--- config.mk ---
export PLATFORM = sky130hd
export DESIGN_NAME = systolic_tile_ctrl
export DESIGN_NICKNAME = d
export VERILOG_FILES = /design/src/rtl/systolic_tile_ctrl.sv
export SDC_FILE = /design/constraint.sdc
export NUM_CORES = 1
export LEC_CHECK = 0
export ABC_AREA = 1
export ABC_CLOCK_PERIOD_IN_PS = 2500
export CORE_ASPECT_RATIO = 1.5
export CORE_MARGIN = 2
export CORE_UTILIZATION = 40
export DETAILED_ROUTE_END_ITERATION = 7
export PLACE_DENSITY = 0.82
export SLEW_MARGIN = 20
export SYNTH_ARGS = -nofsm -noshare
export SYNTH_HDL_FRONTEND = slang
export SYNTH_SLANG_ARGS = --single-unit
--- constraint.sdc ---
create_clock -name clk -period 2.5 [get_ports clk]
set_input_delay 0.25 -clock clk [delete_from_list [all_inputs] [get_ports clk]]
set_output_delay 0.25 -clock clk [all_outputs]
set_load 0.05 [all_outputs]
--- src/rtl/systolic_tile_ctrl.sv ---
// systolic_tile_ctrl: per-tile sequencer for the MxN systolic MAC array.
// Sequence: clear accumulators, skewed operand feed, wavefront drain, then
// stream the M*N results row-major over a valid/ready port.
// Optional macro SYSTOLIC_CTRL_PERF_EN adds tile cycle / stall counters;
// without it the perf ports are tied to zero.
module systolic_tile_ctrl #(
  parameter int M     = 4,
  parameter int N     = 4,
  parameter int ACC_W = 32,
  parameter int K_MAX = 16,
  parameter int KW    = 5
) (
  input  logic                      clk,
  input  logic                      rst_n,
  input  logic                      start,
  input  logic [KW-1:0]             k_len,
  input  logic                      abort,
  output logic                      busy,
  output logic                      done,
  output logic                      err,
  output logic                      acc_clr,
  output logic [KW+2:0]             feed_t,
  output logic [M-1:0]              row_en,
  output logic [N-1:0]              col_en,
  output logic [$clog2(M*N)-1:0]    res_sel,
  input  logic [ACC_W-1:0]          res_in,
  output logic [ACC_W-1:0]          res_data,
  output logic                      res_valid,
  input  logic                      res_ready,
  output logic [31:0]               perf_cycles,
  output logic [31:0]               perf_stalls
);

  localparam int FTW       = KW + 3;
  localparam int SELW      = $clog2(M*N);
  localparam int MAXMN     = (M > N) ? M : N;
  localparam int DRAIN_LEN = M + N - 1;
  localparam int DW        = $clog2(DRAIN_LEN + 1);

  localparam logic [KW-1:0]   KMAX_L     = KW'(K_MAX);
  localparam logic [SELW-1:0] SEL_LAST   = SELW'(M*N - 1);
  localparam logic [DW-1:0]   DRAIN_LAST = DW'(DRAIN_LEN - 1);

  typedef enum logic [2:0] {
    S_IDLE,
    S_CLEAR,
    S_FEED,
    S_DRAIN,
    S_READ,
    S_DONE
  } state_t;

  state_t            state_q, state_d;
  logic [KW-1:0]     k_q, k_d;
  logic [FTW-1:0]    feed_t_q, feed_t_d;
  logic [DW-1:0]     drain_q, drain_d;
  logic [SELW-1:0]   sel_q, sel_d;
  logic              err_q, err_d;
  logic [FTW-1:0]    feed_last;

  // Last feed index: k_len + max(M,N) - 2, so FEED spans k_len+max(M,N)-1 cycles.
  assign feed_last = FTW'(k_q) + FTW'(MAXMN - 1) - FTW'(1);

  // State and datapath registers.
  always_ff @(posedge clk or negedge rst_n) begin
    if (!rst_n) begin
      state_q  <= S_IDLE;
      k_q      <= '0;
      feed_t_q <= '0;
      drain_q  <= '0;
      sel_q    <= '0;
      err_q    <= 1'b0;
    end else begin
      state_q  <= state_d;
      k_q      <= k_d;
      feed_t_q <= feed_t_d;
      drain_q  <= drain_d;
      sel_q    <= sel_d;
      err_q    <= err_d;
    end
  end

  // Next-state logic; counters clear whenever their state is not active.
  always_comb begin
    state_d  = state_q;
    k_d      = k_q;
    feed_t_d = '0;
    drain_d  = '0;
    sel_d    = '0;
    err_d    = 1'b0;
    case (state_q)
      S_IDLE: begin
        if (start) begin
          if ((k_len != '0) && (k_len <= KMAX_L)) begin
            k_d     = k_len;
            state_d = S_CLEAR;
          end else begin
            err_d = 1'b1;
          end
        end
      end
      S_CLEAR: state_d = S_FEED;
      S_FEED: begin
        if (feed_t_q == feed_last) state_d = S_DRAIN;
        else                       feed_t_d = feed_t_q + FTW'(1);
      end
      S_DRAIN: begin
        if (drain_q == DRAIN_LAST) state_d = S_READ;
        else                       drain_d = drain_q + DW'(1);
      end
      S_READ: begin
        sel_d = sel_q;
        if (res_ready) begin
          if (sel_q == SEL_LAST) begin
            state_d = S_DONE;
            sel_d   = '0;
          end else begin
            sel_d = sel_q + SELW'(1);
          end
        end
      end
      S_DONE:  state_d = S_IDLE;
      default: state_d = S_IDLE;
    endcase
    // Abort overrides every transition from a busy state.
    if (abort && (state_q != S_IDLE)) begin
      state_d  = S_IDLE;
      feed_t_d = '0;
      drain_d  = '0;
      sel_d    = '0;
    end
  end

  // Output decode from registered state.
  always_comb begin
    busy      = (state_q != S_IDLE);
    done      = (state_q == S_DONE);
    acc_clr   = (state_q == S_CLEAR);
    res_valid = (state_q == S_READ);
    err       = err_q;
    feed_t    = feed_t_q;
    res_sel   = sel_q;
    res_data  = res_valid ? res_in : '0;
    row_en    = '0;
    col_en    = '0;
    for (int unsigned i = 0; i < M; i++) begin
      row_en[i] = (state_q == S_FEED) && (feed_t_q >= FTW'(i)) &&
                  (feed_t_q < FTW'(i) + FTW'(k_q));
    end
    for (int unsigned j = 0; j < N; j++) begin
      col_en[j] = (state_q == S_FEED) && (feed_t_q >= FTW'(j)) &&
                  (feed_t_q < FTW'(j) + FTW'(k_q));
    end
  end

`ifdef SYSTOLIC_CTRL_PERF_EN
  logic [31:0] cyc_run_q, stall_run_q, perf_cycles_q, perf_stalls_q;

  // Running tile counters, published in DONE (aborted tiles never publish).
  always_ff @(posedge clk or negedge rst_n) begin
    if (!rst_n) begin
      cyc_run_q     <= '0;
      stall_run_q   <= '0;
      perf_cycles_q <= '0;
      perf_stalls_q <= '0;
    end else begin
      if (state_q == S_IDLE) begin
        cyc_run_q   <= '0;
        stall_run_q <= '0;
      end else begin
        cyc_run_q <= cyc_run_q + 32'd1;
        if ((state_q == S_READ) && !res_ready) stall_run_q <= stall_run_q + 32'd1;
      end
      if ((state_q == S_DONE) && !abort) begin
        perf_cycles_q <= cyc_run_q + 32'd1;
        perf_stalls_q <= stall_run_q;
      end
    end
  end

  assign perf_cycles = perf_cycles_q;
  assign perf_stalls = perf_stalls_q;
`else
  assign perf_cycles = '0;
  assign perf_stalls = '0;
`endif

endmodule

==> run metrics <==
outcome=finished with violations; failing checks=setup timing; Post-synth EDFFs=0; sw frac=53.7%; Max-Cap Viols=0; sequential area share after synthesis=between 20% and 30%; clk slew on worst S/H paths=~0.080 ns; fraction of final layout cells sized beyond drive strength 1=a little over a fifth; CTS tree=done; die area=8120 sq um; initial antenna violation count=0; number of global-route vias before repair=approximately 2,600; NetSw=1.94 mW; Int Power=approximately 1.7 mW; Gate power share=between 70% and 80%; CP max-delay cell=dfrtp_2; mapped cell area=between 2000 and 3000 sq um; Primary FF master, synth=dfrtp_1; largest net degree at the start of global routing=33; total core area=about 7200 sq um; Die X=between 70 and 80 um; YS warnings=0; Antenna Cells=0; H-tree levels=1; critical path arrival=~2.6 ns; TritonCTS buffer count=3; critical path class=reg -> out; CP required=2.25 ns; count leader, synth=inv_1; Seq pwr share=15.1%; Iteration-0 DRC Markers=between 100 and 150; final WL=slightly below 8 mm; Worst IR Drop VDD=between 0.6 and 0.7 mV; type of element launching the critical path=flop; Worst Tran Pin Value=approximately 0.63 ns; met2 global-route usage=~33%; Crit path buffers/inverters=3; Synth top area share=20.3%; CP Max Fanout=3; crit-path cells=buf_4, buf_4, ha_1, xnor2_1, ha_1, nand2_1, o21ai_1, a21oi_1, nor2_1, nor4_4, buf_12; relative slew slack=about 58%; Hold Path Class=in -> async; dpl ws=-0.100 ns; Total Routing Usage GR=roughly 18%; Synth Area per Inst=about 6.7 sq um; Synth area leaders=dfrtp_1 (20%), buf_4 (17%), ha_1 (13%); FMAX=352 MHz; Post-DRT Antenna Nets=0; Synth async-reset ratio=between 90% and 100%; synth cell count leaders=inv_1 (79), buf_4 (68), nor2_1 (68), nand2_1 (66), ha_1 (31); CP top delay family=buffers and inverters; first-pass GRT wire length=approximately 12 mm; clock power share=between 7 and 8%; Row Count=38; area leader, netlist=dfrtp_1; total number of vias=~2,900; drt first pass iters=4; clock skew=0.00270 ns; Syn Inst Count=440; worst r2r dst=state_q[1]; RR Startpoint=k_q[1]; Max Buffers Root-to-Sink=2; Final period util=114%; CTS root buf=clkbuf_8; FF+latch count, synth=24; Slew Viols, Final=0; DR vias/cell=around 4.4; grt met1 use=21.6%; GRT busiest layer=met2; Initial Util=about two fifths; nets=between 600 and 700; final setup vio count=7; r2r setup slk=0.34 ns; WL/cell=roughly 12 um; worst skew pair latency=~0.27 ns; area grow syn2layout=48.7%; Leak Pwr=roughly 2.3 nW; r2r worst-path depth=16; PwrDens=822 nW/um^2; RSZ-0062 raised after global routing=yes; IO buf count=about 100; total grt overflow=0; DP Wirelength=6.29 mm; Synth cell types=34; gpl congestion=approximately 0.85; Clock Sinks=24; DRC=0; final-report hold violation count=0; CP endpoint kind=primary output; min Tclk post-route=around 2.8 ns; setup ws final=-0.338 ns; Die Y=around 110 um; Non-Filler Instances=~660; placed insts=~640; Ports=about 160; GR Util met3=2.11%; slowest stage delay, CP=around 0.43 ns
-- worst reg2reg max path, delay by kind of cell (launching register included) --
family                     cells  cell delay (ns)
and+or+nand+nor                9             0.86
AOI/OAI and AO/OA              1             0.10
DFF                            1             0.43
buffers and inverters          5             0.50
adders and majority gates      1             0.16
-- cells by family after synthesis --
logic type	after synthesis	share of synthesized area, %
simple gates	186	28.0
buf+inv	155	29.1
compound gates	32	6.05
fa+ha+maj	31	13.1
flops	24	20.3
xor+xnor	10	2.96
other cells	1	0.127
mux	1	0.338
-- placed cells by master (no fill, tap or decap), drive strengths merged --
cell type / synthesis / routed
o21a: 1 / 1
nor3: 5 / 5
xor2: 7 / 7
xnor2: 3 / 3
a2111oi: 3 / 3
a211oi: 1 / 1
dfrtp: 24 / 24
nor3b: 1 / 1
nor4: 3 / 3
o211ai: 1 / 1
clkbuf: 1 / 5
or2: 1 / 1
a21oi: 12 / 12
mux2i: 1 / 1
nand3: 22 / 22
ha: 31 / 31
nand4: 3 / 3
buf: 73 / 66
nand2: 76 / 76
nor4b: 1 / 1
inv: 81 / 81
clkdlybuf4s50: 0 / 58
nor2: 74 / 74
o21ai: 14 / 14
conb: 1 / 64
-- power by group through the flow --
| stage | logic [mW] | clock network [mW] | registers [mW] |
|---|---|---|---|
| floorplan | 1.81 | 0 | 0.554 |
| global placement | 2.42 | 0 | 0.538 |
| detailed placement | 2.47 | 0 | 0.541 |
| CTS | 2.52 | 0.274 | 0.536 |
| global route | 3.05 | 0.287 | 0.555 |
| finish | 2.80 | 0.269 | 0.547 |
-- through the flow --
step                      power (mW)  hold slack [ns]  setup TNS, ns  utilization, %  area (sq um)
after floorplan                 2.37          -0.0456          -1.50               -          3280
after global placement          2.96            0.481         -0.115            57.3          4140
after detailed placement        3.01            0.499         -0.369            57.3          4140
after CTS                       3.33            0.339          -1.89            58.5          4230
after global routing            3.89            0.356          -2.88            60.9          4400
final                           3.62            0.327          -1.93            60.9          4400
-- layout make-up --
class	instances	area [sq um]
fill	660	2830
inverter	81	312
sequential	24	602
multi-input combinational	324	1920
tap	100	125
timing repair buffer	125	1380
clock buffer	4	55.1
-- layer usage --
metal  wire, um  share of wire [%]
met1       3080                 40
met2       4250                 55
met3        309                4.0
met4         95                1.2
met5          0                  0
-- repair_timing --
action,4_1_cts,5_1_grt
pin swaps,9,18
hold buffers,0,0
resized for setup,7,27
endpoints found under the hold margin,0,0
buffers inserted,1,9
setup endpoints to repair,6,8
gates cloned,0,0
-- registers in the layout (all words and copies together) (netlist names) --
register,flops
drain_q,3
err,1
feed_t,8
k_q,5
res_sel,4
state_q,3
-- worst max-delay path by stage --
stage | slack (ns) | start | endpoint | cells past startpoint
6_report | -0.34 | k_q[1] | row_en[1] | 11
5_1_grt | -0.46 | k_q[1] | row_en[1] | 13
4_1_cts | -0.33 | k_q[1] | row_en[3] | 13
3_5_place_dp | -0.10 | k_q[2] | row_en[3] | 14
3_3_place_gp | -0.05 | k_q[1] | col_en[1] | 13
2_1_floorplan | -0.41 | k_q[1] | row_en[1] | 13
(Power assumes the default switching activity.)
